### config.mk
export PLATFORM = sky130hd
export DESIGN_NAME = dmem_arbiter_flat
export DESIGN_NICKNAME = d
export VERILOG_FILES = /design/src/rtl/dmem_arbiter_if.sv /design/src/rtl/dmem_arbiter.sv /design/src/flat_wrapper.sv
export SDC_FILE = /design/constraint.sdc
export NUM_CORES = 1
export LEC_CHECK = 0
export ABC_AREA = 1
export ABC_CLOCK_PERIOD_IN_PS = 2500
export CORE_ASPECT_RATIO = 2
export CORE_MARGIN = 2
export CORE_UTILIZATION = 40
export CTS_BUF_LIST = sky130_fd_sc_hd__clkbuf_2 sky130_fd_sc_hd__clkbuf_4 sky130_fd_sc_hd__clkbuf_8
export DETAILED_ROUTE_END_ITERATION = 6
export PLACE_DENSITY = 0.79
export SLEW_MARGIN = 10
export SYNTH_ARGS = -nofsm -noshare
export SYNTH_HDL_FRONTEND = slang
export SYNTH_SLANG_ARGS = --single-unit
### constraint.sdc
create_clock -name clk -period 2.5 [get_ports clk]
set_input_delay 0.25 -clock clk [delete_from_list [all_inputs] [get_ports clk]]
set_output_delay 0.25 -clock clk [all_outputs]
set_load 0.1 [all_outputs]
### src/rtl/dmem_arbiter_if.sv
// Bundle of the two requester ports and the data-memory bus around dmem_arbiter.
// slave: the arbiter's view. master: the requesters and memory.
interface dmem_arbiter_if #(
    parameter int unsigned ADDR_W = 32,
    parameter int unsigned DATA_W = 32
);
    logic              p0_req;
    logic              p0_we;
    logic [ADDR_W-1:0] p0_addr;
    logic [DATA_W-1:0] p0_wdata;
    logic              p0_gnt;
    logic              p0_done;
    logic [DATA_W-1:0] p0_rdata;

    logic              p1_req;
    logic              p1_we;
    logic [ADDR_W-1:0] p1_addr;
    logic [DATA_W-1:0] p1_wdata;
    logic              p1_gnt;
    logic              p1_done;
    logic [DATA_W-1:0] p1_rdata;

    logic              err;
    logic              busy;

    logic [ADDR_W-1:0] MEM_ADDR;
    logic [DATA_W-1:0] MEM_WDATA;
    logic              MEM_WEN;
    logic              MEM_REN;
    logic              WRITE_MF;
    logic [DATA_W-1:0] MEM_RDATA;

    modport slave (
        input  p0_req, p0_we, p0_addr, p0_wdata,
        output p0_gnt, p0_done, p0_rdata,
        input  p1_req, p1_we, p1_addr, p1_wdata,
        output p1_gnt, p1_done, p1_rdata,
        output err, busy,
        output MEM_ADDR, MEM_WDATA, MEM_WEN, MEM_REN, WRITE_MF,
        input  MEM_RDATA
    );

    modport master (
        output p0_req, p0_we, p0_addr, p0_wdata,
        input  p0_gnt, p0_done, p0_rdata,
        output p1_req, p1_we, p1_addr, p1_wdata,
        input  p1_gnt, p1_done, p1_rdata,
        input  err, busy,
        input  MEM_ADDR, MEM_WDATA, MEM_WEN, MEM_REN, WRITE_MF,
        output MEM_RDATA
    );
endinterface

### src/rtl/dmem_arbiter.sv
// Two-port round-robin arbiter in front of a single-port data memory.
// Port 0 = load/store stage, port 1 = loader/debug DMA.
// Optional: define DMEM_ARB_ADDR_CHECK_EN to reject addresses >= DEPTH with err.
module dmem_arbiter #(
    parameter int unsigned ADDR_W = 32,
    parameter int unsigned DATA_W = 32,
    parameter int unsigned DEPTH  = 32
) (
    input logic           clk,
    input logic           rst,
    dmem_arbiter_if.slave bus
);
    typedef enum logic [1:0] {StIdle, StAccess, StResp} state_e;

    state_e            state_q, state_d;
    logic              we_q, we_d;
    logic [ADDR_W-1:0] addr_q, addr_d;
    logic [DATA_W-1:0] wdata_q, wdata_d;
    logic              owner_q, owner_d;
    logic              last_q, last_d;
    logic              p0_gnt_q, p0_gnt_d, p1_gnt_q, p1_gnt_d;
    logic              p0_done_q, p0_done_d, p1_done_q, p1_done_d;
    logic [DATA_W-1:0] p0_rdata_q, p0_rdata_d, p1_rdata_q, p1_rdata_d;
    logic              err_q, err_d;
    logic              in_range;
    logic              winner;
    logic              mem_access;

`ifdef DMEM_ARB_ADDR_CHECK_EN
    assign in_range = (addr_q < ADDR_W'(DEPTH));
`else
    logic unused_depth;
    assign in_range     = 1'b1;
    assign unused_depth = ^DEPTH;
`endif

    // On a tie the port that was not granted last wins.
    assign winner = (bus.p0_req && bus.p1_req) ? ~last_q : bus.p1_req;

    // Next-state and registered-output computation for the arbiter FSM.
    always_comb begin
        state_d    = state_q;
        we_d       = we_q;
        addr_d     = addr_q;
        wdata_d    = wdata_q;
        owner_d    = owner_q;
        last_d     = last_q;
        p0_gnt_d   = 1'b0;
        p1_gnt_d   = 1'b0;
        p0_done_d  = 1'b0;
        p1_done_d  = 1'b0;
        p0_rdata_d = p0_rdata_q;
        p1_rdata_d = p1_rdata_q;
        err_d      = 1'b0;
        unique case (state_q)
            StIdle: begin
                if (bus.p0_req || bus.p1_req) begin
                    owner_d = winner;
                    last_d  = winner;
                    if (winner) begin
                        we_d     = bus.p1_we;
                        addr_d   = bus.p1_addr;
                        wdata_d  = bus.p1_wdata;
                        p1_gnt_d = 1'b1;
                    end else begin
                        we_d     = bus.p0_we;
                        addr_d   = bus.p0_addr;
                        wdata_d  = bus.p0_wdata;
                        p0_gnt_d = 1'b1;
                    end
                    state_d = StAccess;
                end
            end
            StAccess: begin
                if (!in_range || we_q) begin
                    // Writes and rejected accesses complete without a response cycle.
                    p0_done_d = ~owner_q;
                    p1_done_d = owner_q;
                    err_d     = ~in_range;
                    state_d   = StIdle;
                end else begin
                    state_d = StResp;
                end
            end
            StResp: begin
                if (owner_q) begin
                    p1_rdata_d = bus.MEM_RDATA;
                end else begin
                    p0_rdata_d = bus.MEM_RDATA;
                end
                p0_done_d = ~owner_q;
                p1_done_d = owner_q;
                state_d   = StIdle;
            end
            default: state_d = StIdle;
        endcase
    end

    // State and output registers; synchronous reset drops any in-flight transaction.
    always_ff @(posedge clk) begin
        if (rst) begin
            state_q    <= StIdle;
            we_q       <= 1'b0;
            addr_q     <= '0;
            wdata_q    <= '0;
            owner_q    <= 1'b0;
            last_q     <= 1'b1;
            p0_gnt_q   <= 1'b0;
            p1_gnt_q   <= 1'b0;
            p0_done_q  <= 1'b0;
            p1_done_q  <= 1'b0;
            p0_rdata_q <= '0;
            p1_rdata_q <= '0;
            err_q      <= 1'b0;
        end else begin
            state_q    <= state_d;
            we_q       <= we_d;
            addr_q     <= addr_d;
            wdata_q    <= wdata_d;
            owner_q    <= owner_d;
            last_q     <= last_d;
            p0_gnt_q   <= p0_gnt_d;
            p1_gnt_q   <= p1_gnt_d;
            p0_done_q  <= p0_done_d;
            p1_done_q  <= p1_done_d;
            p0_rdata_q <= p0_rdata_d;
            p1_rdata_q <= p1_rdata_d;
            err_q      <= err_d;
        end
    end

    // Strobes are gated by rst so nothing commits during a reset cycle.
    assign mem_access = (state_q == StAccess) && in_range && !rst;

    assign bus.MEM_ADDR  = addr_q;
    assign bus.MEM_WDATA = wdata_q;
    assign bus.MEM_WEN   = mem_access && we_q;
    assign bus.WRITE_MF  = mem_access && we_q;
    assign bus.MEM_REN   = mem_access && !we_q;
    assign bus.p0_gnt    = p0_gnt_q;
    assign bus.p1_gnt    = p1_gnt_q;
    assign bus.p0_done   = p0_done_q;
    assign bus.p1_done   = p1_done_q;
    assign bus.p0_rdata  = p0_rdata_q;
    assign bus.p1_rdata  = p1_rdata_q;
    assign bus.err       = err_q;
    assign bus.busy      = (state_q != StIdle);
endmodule

### src/flat_wrapper.sv
// flat-port wrapper written by rule: the top's interface ports become plain ports
module dmem_arbiter_flat 
#(
    parameter int unsigned ADDR_W = 32,
    parameter int unsigned DATA_W = 32,
    parameter int unsigned DEPTH  = 32
)
  (clk, rst, bus_p0_req, bus_p0_we, bus_p0_addr, bus_p0_wdata, bus_p0_gnt, bus_p0_done, bus_p0_rdata, bus_p1_req, bus_p1_we, bus_p1_addr, bus_p1_wdata, bus_p1_gnt, bus_p1_done, bus_p1_rdata, bus_err, bus_busy, bus_MEM_ADDR, bus_MEM_WDATA, bus_MEM_WEN, bus_MEM_REN, bus_WRITE_MF, bus_MEM_RDATA);
  dmem_arbiter_if #(.ADDR_W(ADDR_W), .DATA_W(DATA_W)) bus_i ();
  input logic clk;
  input logic rst;
  input wire logic [$bits(bus_i.p0_req)-1:0] bus_p0_req;
  input wire logic [$bits(bus_i.p0_we)-1:0] bus_p0_we;
  input wire logic [$bits(bus_i.p0_addr)-1:0] bus_p0_addr;
  input wire logic [$bits(bus_i.p0_wdata)-1:0] bus_p0_wdata;
  output wire logic [$bits(bus_i.p0_gnt)-1:0] bus_p0_gnt;
  output wire logic [$bits(bus_i.p0_done)-1:0] bus_p0_done;
  output wire logic [$bits(bus_i.p0_rdata)-1:0] bus_p0_rdata;
  input wire logic [$bits(bus_i.p1_req)-1:0] bus_p1_req;
  input wire logic [$bits(bus_i.p1_we)-1:0] bus_p1_we;
  input wire logic [$bits(bus_i.p1_addr)-1:0] bus_p1_addr;
  input wire logic [$bits(bus_i.p1_wdata)-1:0] bus_p1_wdata;
  output wire logic [$bits(bus_i.p1_gnt)-1:0] bus_p1_gnt;
  output wire logic [$bits(bus_i.p1_done)-1:0] bus_p1_done;
  output wire logic [$bits(bus_i.p1_rdata)-1:0] bus_p1_rdata;
  output wire logic [$bits(bus_i.err)-1:0] bus_err;
  output wire logic [$bits(bus_i.busy)-1:0] bus_busy;
  output wire logic [$bits(bus_i.MEM_ADDR)-1:0] bus_MEM_ADDR;
  output wire logic [$bits(bus_i.MEM_WDATA)-1:0] bus_MEM_WDATA;
  output wire logic [$bits(bus_i.MEM_WEN)-1:0] bus_MEM_WEN;
  output wire logic [$bits(bus_i.MEM_REN)-1:0] bus_MEM_REN;
  output wire logic [$bits(bus_i.WRITE_MF)-1:0] bus_WRITE_MF;
  input wire logic [$bits(bus_i.MEM_RDATA)-1:0] bus_MEM_RDATA;
  assign bus_i.p0_req = bus_p0_req;
  assign bus_i.p0_we = bus_p0_we;
  assign bus_i.p0_addr = bus_p0_addr;
  assign bus_i.p0_wdata = bus_p0_wdata;
  assign bus_p0_gnt = bus_i.p0_gnt;
  assign bus_p0_done = bus_i.p0_done;
  assign bus_p0_rdata = bus_i.p0_rdata;
  assign bus_i.p1_req = bus_p1_req;
  assign bus_i.p1_we = bus_p1_we;
  assign bus_i.p1_addr = bus_p1_addr;
  assign bus_i.p1_wdata = bus_p1_wdata;
  assign bus_p1_gnt = bus_i.p1_gnt;
  assign bus_p1_done = bus_i.p1_done;
  assign bus_p1_rdata = bus_i.p1_rdata;
  assign bus_err = bus_i.err;
  assign bus_busy = bus_i.busy;
  assign bus_MEM_ADDR = bus_i.MEM_ADDR;
  assign bus_MEM_WDATA = bus_i.MEM_WDATA;
  assign bus_MEM_WEN = bus_i.MEM_WEN;
  assign bus_MEM_REN = bus_i.MEM_REN;
  assign bus_WRITE_MF = bus_i.WRITE_MF;
  assign bus_i.MEM_RDATA = bus_MEM_RDATA;
  dmem_arbiter #(.ADDR_W(ADDR_W), .DATA_W(DATA_W), .DEPTH(DEPTH)) u_core (.clk(clk), .rst(rst), .bus(bus_i));
endmodule
After elaboration in Yosys (flattened, before gate mapping)
Cells that the tools add are included.
- equality and inequality tests: 3
- mux-type cells: 13
- bitwise logic cells: 4
- reductions and logical operators: 13
- operators with widths (operator ; count):
    $mux 32 ; 2
    $mux 1 ; 6
    $reduce_and 2->1 ; 3
    $logic_and 1x1->1 ; 4
    $mux 2 ; 2
    $not 1->1 ; 4
    $pmux 1 s2 ; 2
    $pmux 2 s2 ; 1
    $reduce_or 3->1 ; 1
    $eq 2x1->1 const B ; 1
    $eq 2x2->1 const B ; 1
    $logic_not 1->1 ; 2
    $logic_not 2->1 ; 1
    $ne 2x1->1 const B ; 1
    $reduce_bool 2->1 ; 1
    $logic_or 1x1->1 ; 1
- register bits: 137

Longest topological paths before layout
Gate-level depths: netlist of the first run.
- depth in word-level cells: 3
- depth in mapped cells: 9

Least setup slack after synthesis of the first run
No wires, ideal clock.
- path type: register -> output
- start point: register u_core.state_q[1]
- end point: output bus_WRITE_MF
- data arrival time: 3.242 ns
- data required time: 2.250 ns
- slack: -0.992 ns
- cell stages (with the launch flop): 6
- buffers on the path: 1
- cells stage by stage: dfxtp_1 inv_1 ha_1 inv_1 nor3_1 buf_4
- cells in the longest elaborated chain, start to end: 3
- RTL lines (what ; line ; source):
    start: declaration ; dmem_arbiter.sv:15 ; state_e state_q, state_d;
    start signal: assignment ; dmem_arbiter.sv:102 ; state_q <= StIdle;
    start signal: assignment ; dmem_arbiter.sv:116 ; state_q <= state_d;
    $eq 2x1->1 ; dmem_arbiter.sv:133 ; assign mem_access = (state_q == StAccess) && in_range && !rst;
    $logic_and 1x1->1 ; dmem_arbiter.sv:133 ;
    $logic_and 1x1->1 ; -- ;
    end: declaration ; flat_wrapper.sv:32 ; output wire logic [$bits(bus_i.WRITE_MF)-1:0] bus_WRITE_MF;
No other way between the ends.

Final worst setup path of the first run
- start point: register u_core.state_q[1]
- end point: output bus_WRITE_MF
- cells in the longest elaborated chain, start to end: 3
- RTL lines (what ; line ; source):
    $eq 2x1->1 ; dmem_arbiter.sv:133 ;
    $logic_and 1x1->1 ; dmem_arbiter.sv:133 ;
    $logic_and 1x1->1 ; dmem_arbiter.sv:138 ; assign bus.WRITE_MF = mem_access && we_q;
No other way between the ends.

==> run_results.csv, run 1 <==
group,metric,value,unit
critical_path,r2r_start,"u_core.state_q[0]$_SDFFE_PP0P_",
die,fp-row-count,65,
power,power.internal,4.63,mW
outcome,status,"finished, final reports clean",
synthesis,seq_area_frac_synth,0.430,
timing,finalSetupViolCount,0,
power,sw_frac_of_total,0.422,
power,p_switching,3.38,mW
clock_tree,cts_tree,"done",
synthesis,ys_warn_count,0,
hold_path,hold_depth,2,
grt,antenna_found_initial,1,
synthesis,synth_largest_area_cell,"dfxtp_1",
timing,tns,0,ns
die,initial_core_util,0.406,
timing,fmax,509,MHz
drt,initialDrtViolationCount,242,
synthesis,synth-edff-count,0,
timing,skew,0.0146,ns
grt,gr-total-overflow,0,
clock_tree,cts_setup_buffers,0,
finish,layout-drive-gt1-share,0.153,
timing,min_period,1.97,ns
synthesis,yosys-top-cells-area,"dfxtp_1 43%, nor2_1 15%, nand2_1 12%",
grt,grt_pass1_wl,31600,µm
synthesis,syn-num-nets,1126,
power,p_leak,4.49,nW
timing,rsz0062_at_grt,"false",
drt,wl_per_cell,13.7,µm
die,core_area,15700,µm²
drt,drc,0,
placement,dp_hpwl,14000,µm
critical_path,startpoint_type,"flip-flop",
grt,grt_pass1_vias,6440,
power,p_seq_frac,0.316,
drt,ant_nets,0,
critical_path,crit_fanout,3,
critical_path,critPathArrivalTime,1.72,ns
drt,routed_wl,19600,µm
die,die_w,93.3,µm
clock_tree,cts-resized-gates,0,
drt,via_count,6775,
synthesis,synth_top_area_share,0.430,
synthesis,syn_avg_cell_area,6.66,µm²
timing,hold_viol_final,0,
timing,finalCritPeriodShare,0.786,
finish,nets,1390,
power,pwr-share-comb,0.402,
critical_path,crit_path_end_kind,"primary output",
drt,vias_per_cell,4.72,
critical_path,critical_path_class,"flip-flop to primary output",
die,io_pins,303,
power,power.total,8.01,mW
run,cap_viol_max_count,0,
placement,dp_cells,1403,
hold_path,min_from,"bus_p1_req",
timing,slew_viol_final,0,
finish,nFillCells,1451,
synthesis,ys_ff_latch,137,
power,ir_drop,0.488,mV
grt,grt_util_all_layers,0.233,
synthesis,syn_inst,957,
placement,port_buffers,301,
synthesis,synth_cell_types,21,
clock_tree,cts_htree_levels,4,
hold_path,worstHoldEndpoint,"u_core.bus.p0_gnt$_SDFF_PP0_",
die,die_area,17000,µm²
clock_tree,cts_buffers,17,
finish,areaGrowthSynthToFinish,51.5,%
clock_tree,clock_path_buffers,2,
power,p_clk_frac,0.282,
die,die_h,183,µm
critical_path,worstPathRequired,2.25,ns
grt,grt_max_degree,78,
power,p_per_area,829,nW/µm²
critical_path,regToRegEndpoint,"u_core.we_q$_SDFFE_PP0P_",
placement,gp_congestion,0.871,
critical_path,worst-r2r-cell-count,8,
synthesis,async_flop_share,0,
finish,fin_cells,1436,
clock_tree,clock_sinks,137,
clock_tree,hold_buffers,0,
hold_path,min_path_type,"input port to flip-flop",
critical_path,ff2ff_setup_slack,0.78,ns
synthesis,synth_area,6370,µm²
clock_tree,cts.clk_slew.worst_paths,0.07,ns
clock_tree,insertion_delay,0.45,ns
synthesis,synth-main-ff-cell,"dfxtp_1",
clock_tree,root_buffer,"clkbuf_8",
drt,drtPass1Iterations,4,
-- layout make-up --
type	count	area, µm²	share of cell area
Antenna cell	1	2.50	0.000259
Clock buffer	21	283	0.0293
Inverter	77	290	0.0301
Clock inverter	11	215	0.0223
Timing Repair Buffer	314	2870	0.297
Tap cell	201	251	0.0260
Multi-Input combinational cell	674	3010	0.311
Sequential cell	137	2740	0.284
-- placed cells by master, fill, tap and decap left out --
cell,n
dfxtp_1,137
nand3_1,70
nor3_1,2
bufinv_16,6
clkbuf_4,1
inv_1,76
nor2_4,1
nand2_1,204
nor2_1,255
nor3_2,2
inv_6,1
diode_2,1
clkinvlp_4,1
a22oi_1,1
o211ai_1,1
nand2_4,1
clkbuf_8,20
o21ai_0,66
buf_4,142
clkinv_2,3
nand2_2,1
a21oi_1,3
clkdlybuf4s50_1,164
buf_12,8
ha_1,3
a21boi_0,37
clkinv_4,1
a21boi_1,25
nor2_2,1
conb_1,1
-- power groups by stage --
stage / clock network [mW] / logic [mW] / registers (mW)
floorplan: 0 / 0.885 / 4.10
finish: 2.26 / 3.22 / 2.53
detailed placement: 0 / 3.23 / 2.58
global placement: 0 / 3.21 / 2.57
global route: 2.39 / 3.43 / 2.56
CTS: 2.30 / 3.24 / 2.53
-- routing by layer --
metal / GRT usage / routed length (µm) / up-vias
met5: 0 / 0 / -
met1: 0.257 / 7470 / 2959
met2: 0.401 / 10000 / 264
met4: 0.121 / 910 / 0
li1: - / - / 3497
met3: 0.0611 / 1190 / 55
-- registers in the layout, indices dropped and copies added (netlist names) --
signal and flops:
u_core.bus.p1_rdata 32, u_core.we_q 1, u_core.bus.p1_gnt 1, u_core.bus.p0_done 1, u_core.bus.MEM_WDATA 32, u_core.bus.p0_rdata 32, u_core.bus.p1_done 1, u_core.state_q 2
u_core.bus.p0_gnt 1, u_core.owner_q 1, u_core.bus.MEM_ADDR 32, u_core.last_q 1
-- per-stage QoR --
step,instance area (µm²),hold WS (ns),worst slack [ns],utilization
CTS,9660,0.188,0.511,0.615
detailed placement,9160,0.473,0.661,0.583
floorplan,6380,0.410,-0.0297,-
finish,9660,0.228,0.535,0.615
global placement,9160,0.464,0.701,0.583
global route,9660,0.216,0.406,0.615
-- worst max-delay path by stage --
stage	from	to	depth (start not counted)
floorplan	u_core.state_q[1]$_SDFFE_PP0P_	bus_WRITE_MF	5
global placement	rst	u_core.bus.p0_rdata[19]$_SDFFE_PP0P_	5
detailed placement	bus_p0_req	u_core.bus.MEM_WDATA[5]$_SDFFE_PP0P_	6
CTS	u_core.state_q[1]$_SDFFE_PP0P_	bus_WRITE_MF	5
global route	u_core.state_q[1]$_SDFFE_PP0P_	bus_MEM_WEN	5
finish	u_core.state_q[1]$_SDFFE_PP0P_	bus_WRITE_MF	5
-- critical path: stages (launching register included) --
cell and delay (ns):
dfxtp_1 0.33, inv_1 0.10, ha_1 0.20, inv_1 0.08, nor3_2 0.34, buf_12 0.23
-- synth_stat cells, types with 3 or more instances --
library cell    n
a21boi_1       25
nand3_1        70
buf_6           5
clkbuf_1       16
inv_1          77
a21oi_1         3
o21ai_0        66
nand2_1       205
buf_4           3
nor2_1        256
nor3_1          4
ha_1            3
a21boi_0       37
dfxtp_1       137
buf_2          44
-- logic make-up (layout without fill, tap and decap cells) --
family                   count (synthesis)  count (layout)  share of synthesized area
AND/OR/NAND/NOR                        537             537                      0.332
buffers and inverters                  146             423                      0.102
flip-flops                             137             137                      0.430
AO/OA/AOI/OAI                          133             133                      0.130
adder cells (fa/ha/maj)                  3               3                    0.00589
other                                    1               2                   0.000588
Power figures use the tool's default switching activity.
==> inputs of run 2 (changes only) <==
--- a/config.mk
+++ b/config.mk
@@ -6,13 +6,13 @@
 export NUM_CORES = 1
 export LEC_CHECK = 0
 export ABC_AREA = 1
-export ABC_CLOCK_PERIOD_IN_PS = 2500
+export ABC_CLOCK_PERIOD_IN_PS = 1600
 export CORE_ASPECT_RATIO = 2
 export CORE_MARGIN = 2
-export CORE_UTILIZATION = 40
+export CORE_UTILIZATION = 38
 export CTS_BUF_LIST = sky130_fd_sc_hd__clkbuf_2 sky130_fd_sc_hd__clkbuf_4 sky130_fd_sc_hd__clkbuf_8
 export DETAILED_ROUTE_END_ITERATION = 6
-export PLACE_DENSITY = 0.79
+export PLACE_DENSITY = 0.78
 export SLEW_MARGIN = 10
 export SYNTH_ARGS = -nofsm -noshare
 export SYNTH_HDL_FRONTEND = slang
==> constraint.sdc (replaced) <==
create_clock -name clk -period 1.6 [get_ports clk]
set_input_delay 0.16 -clock clk [delete_from_list [all_inputs] [get_ports clk]]
set_output_delay 0.16 -clock clk [all_outputs]
set_load 0.1 [all_outputs]
==> run 2 against run 1 <==
Compared with the run above: the run now ends with negative setup slack left; first-iteration DRC count increased by 21%; worst hold slack improved by 0.13 ns; clock skew is 0.00094 ns higher; clock-buffer cell count shrank 1; combinational power increased by 88%; critical endpoint unchanged; highest routed layer unchanged.
==> run_results.csv, run 2 (synthesis gave the netlist of run 1 again) <==
group,metric,value,unit
drt,via_count,7088,
outcome,violations,"negative setup slack",
critical_path,critical_path_class,"flip-flop to primary output",
grt,grt_pass1_vias,6907,
drt,routed_wl,21400,µm
critical_path,crit_path_end_kind,"primary output",
die,initial_core_util,0.384,
power,p_per_area,1150,nW/µm²
critical_path,path_delay_family,"buffers and inverters",
timing,layout_setup_ws,-0.0682,ns
drt,drtPass1Iterations,5,
grt,gr-total-overflow,0,
drt,wl_per_cell,14.7,µm
clock_tree,cts.clk_slew.worst_paths,0.07,ns
clock_tree,clock_path_buffers,2,
grt,grt_max_degree,68,
grt,grt_util_all_layers,0.233,
drt,ant_nets,0,
timing,finalCritPeriodShare,1.04,
placement,dp_hpwl,15600,µm
critical_path,worst-path-stages,5,
critical_path,critPathArrivalTime,1.51,ns
drt,initialDrtViolationCount,292,
timing,finalSetupViolCount,2,
timing,min_period,1.67,ns
critical_path,cpPeakStageDelay,0.34,ns
power,power.total,13.2,mW
finish,final_common_cell,"nor2_1",
timing,hold_viol_final,0,
finish,num_antenna_cells,0,
drt,drc,0,
run,cap_viol_max_count,0,
timing,slew_viol_final,0,
timing,skew,0.0155,ns
die,die_area,17900,µm²
grt,antenna_found_initial,0,
finish,nets,1404,
critical_path,cp_slowest_cell,"dfxtp_2",
critical_path,startpoint_type,"flip-flop",
die,fp-row-count,67,
die,die_h,187,µm
finish,fin_util,0.694,
timing,fmax,599,MHz
clock_tree,cts_htree_levels,4,
finish,areaGrowthSynthToFinish,80.6,%
clock_tree,insertion_delay,0.45,ns
clock_tree,root_buffer,"clkbuf_8",
power,p_leak,4.97,nW
critical_path,worstPathRequired,1.44,ns
die,die_w,95.6,µm
placement,port_buffers,301,
grt,grt_pass1_wl,33100,µm
finish,layout-drive-gt1-share,0.169,
critical_path,crit_fanout,3,
clock_tree,cts_tree,"done",
die,core_area,16600,µm²
hold_path,hold_depth,3,
placement,gp_congestion,0.802,
critical_path,path_cells,"inv_4 > ha_4 > inv_4 > nor3_4 > buf_12",
critical_path,critPathBufInv,3,
power,ir_drop,0.818,mV
timing,rsz0062_at_grt,"true",
clock_tree,cts_buffers,17,
hold_path,min_path_type,"input port to flip-flop",
critical_path,crit_top_cell,"inv_4",
clock_tree,clock_sinks,137,
critical_path,worst-r2r-cell-count,8,
outcome,status,"finished, violations left",
finish,final_cell_mix,"255 x nor2_1, 204 x nand2_1, 164 x clkdlybuf4s50_1",
drt,vias_per_cell,4.87,
timing,tns,-0.136,ns
die,io_pins,303,
-- run 2: path summary, 6_finish.rpt --
path                                       start                                   end  slack, ns
setup / recovery  u_core.state_q[1]$_SDFFE_PP0P_                          bus_WRITE_MF      -0.07
hold / removal                  bus_MEM_RDATA[1]   u_core.bus.p1_rdata[1]$_SDFFE_PP0P_       0.36
setup reg to reg  u_core.state_q[0]$_SDFFE_PP0P_  u_core.bus.MEM_WDATA[9]$_SDFFE_PP0P_       0.17
hold reg to reg      u_core.owner_q$_SDFFE_PP0P_         u_core.bus.p0_done$_SDFF_PP0_       0.52
-- run 2: metal layers --
| layer | global-route usage | routed length, µm | vias up |
|---|---|---|---|
| met3 | 0.0745 | 2150 | 51 |
| met1 | 0.249 | 7830 | 3222 |
| li1 | - | - | 3523 |
| met5 | 0 | 0 | - |
| met2 | 0.408 | 10700 | 292 |
| met4 | 0.103 | 733 | 0 |
-- run 2: per-stage QoR --
| step | hold WS, ns | cells | area [µm²] | worst slack (ns) |
|---|---|---|---|---|
| after floorplan | 0.325 | 957 | 6410 | -0.333 |
| after global placement | 0.457 | 1418 | 11000 | 0.0233 |
| after detailed placement | 0.468 | 1418 | 11000 | -0.0168 |
| after CTS | 0.331 | 1453 | 11500 | -0.0939 |
| after global routing | 0.360 | 1455 | 11500 | -0.137 |
| final | 0.362 | 1455 | 11500 | -0.0682 |
-- run 2: worst register-to-register path, stage by stage, from the launching register on --
cell and delay [ns]:
dfxtp_2 0.34, inv_2 0.09, ha_4 0.16, clkinvlp_4 0.10
nor2_4 0.15, buf_12 0.21, nand2_1 0.08, nor2_1 0.13
nor2_1 0.06
-- run 2: power by group --
| part | internal, mW | switching [mW] |
|---|---|---|
| Clock | 1.61 | 1.38 |
| Combinational | 2.25 | 3.79 |
| Sequential | 3.77 | 0.377 |
-- run 2: cell type report --
| class | count | area (µm²) |
|---|---|---|
| multi-input combinational | 674 | 3040 |
| inverter | 77 | 299 |
| fill | 1261 | 5090 |
| sequential | 137 | 2750 |
| clock buffer | 20 | 256 |
| clock inverter | 12 | 165 |
| timing repair buffer | 328 | 4740 |
| tap | 207 | 259 |
-- run 2: what timing repair did --
item / in CTS / in global routing
gates resized for setup: 9 / 3
pin swaps: 3 / 1
hold buffers: 1 / 0
hold endpoints to repair: 1 / 0
buffers inserted: 2 / 2
endpoints found under the setup margin: 4 / 5
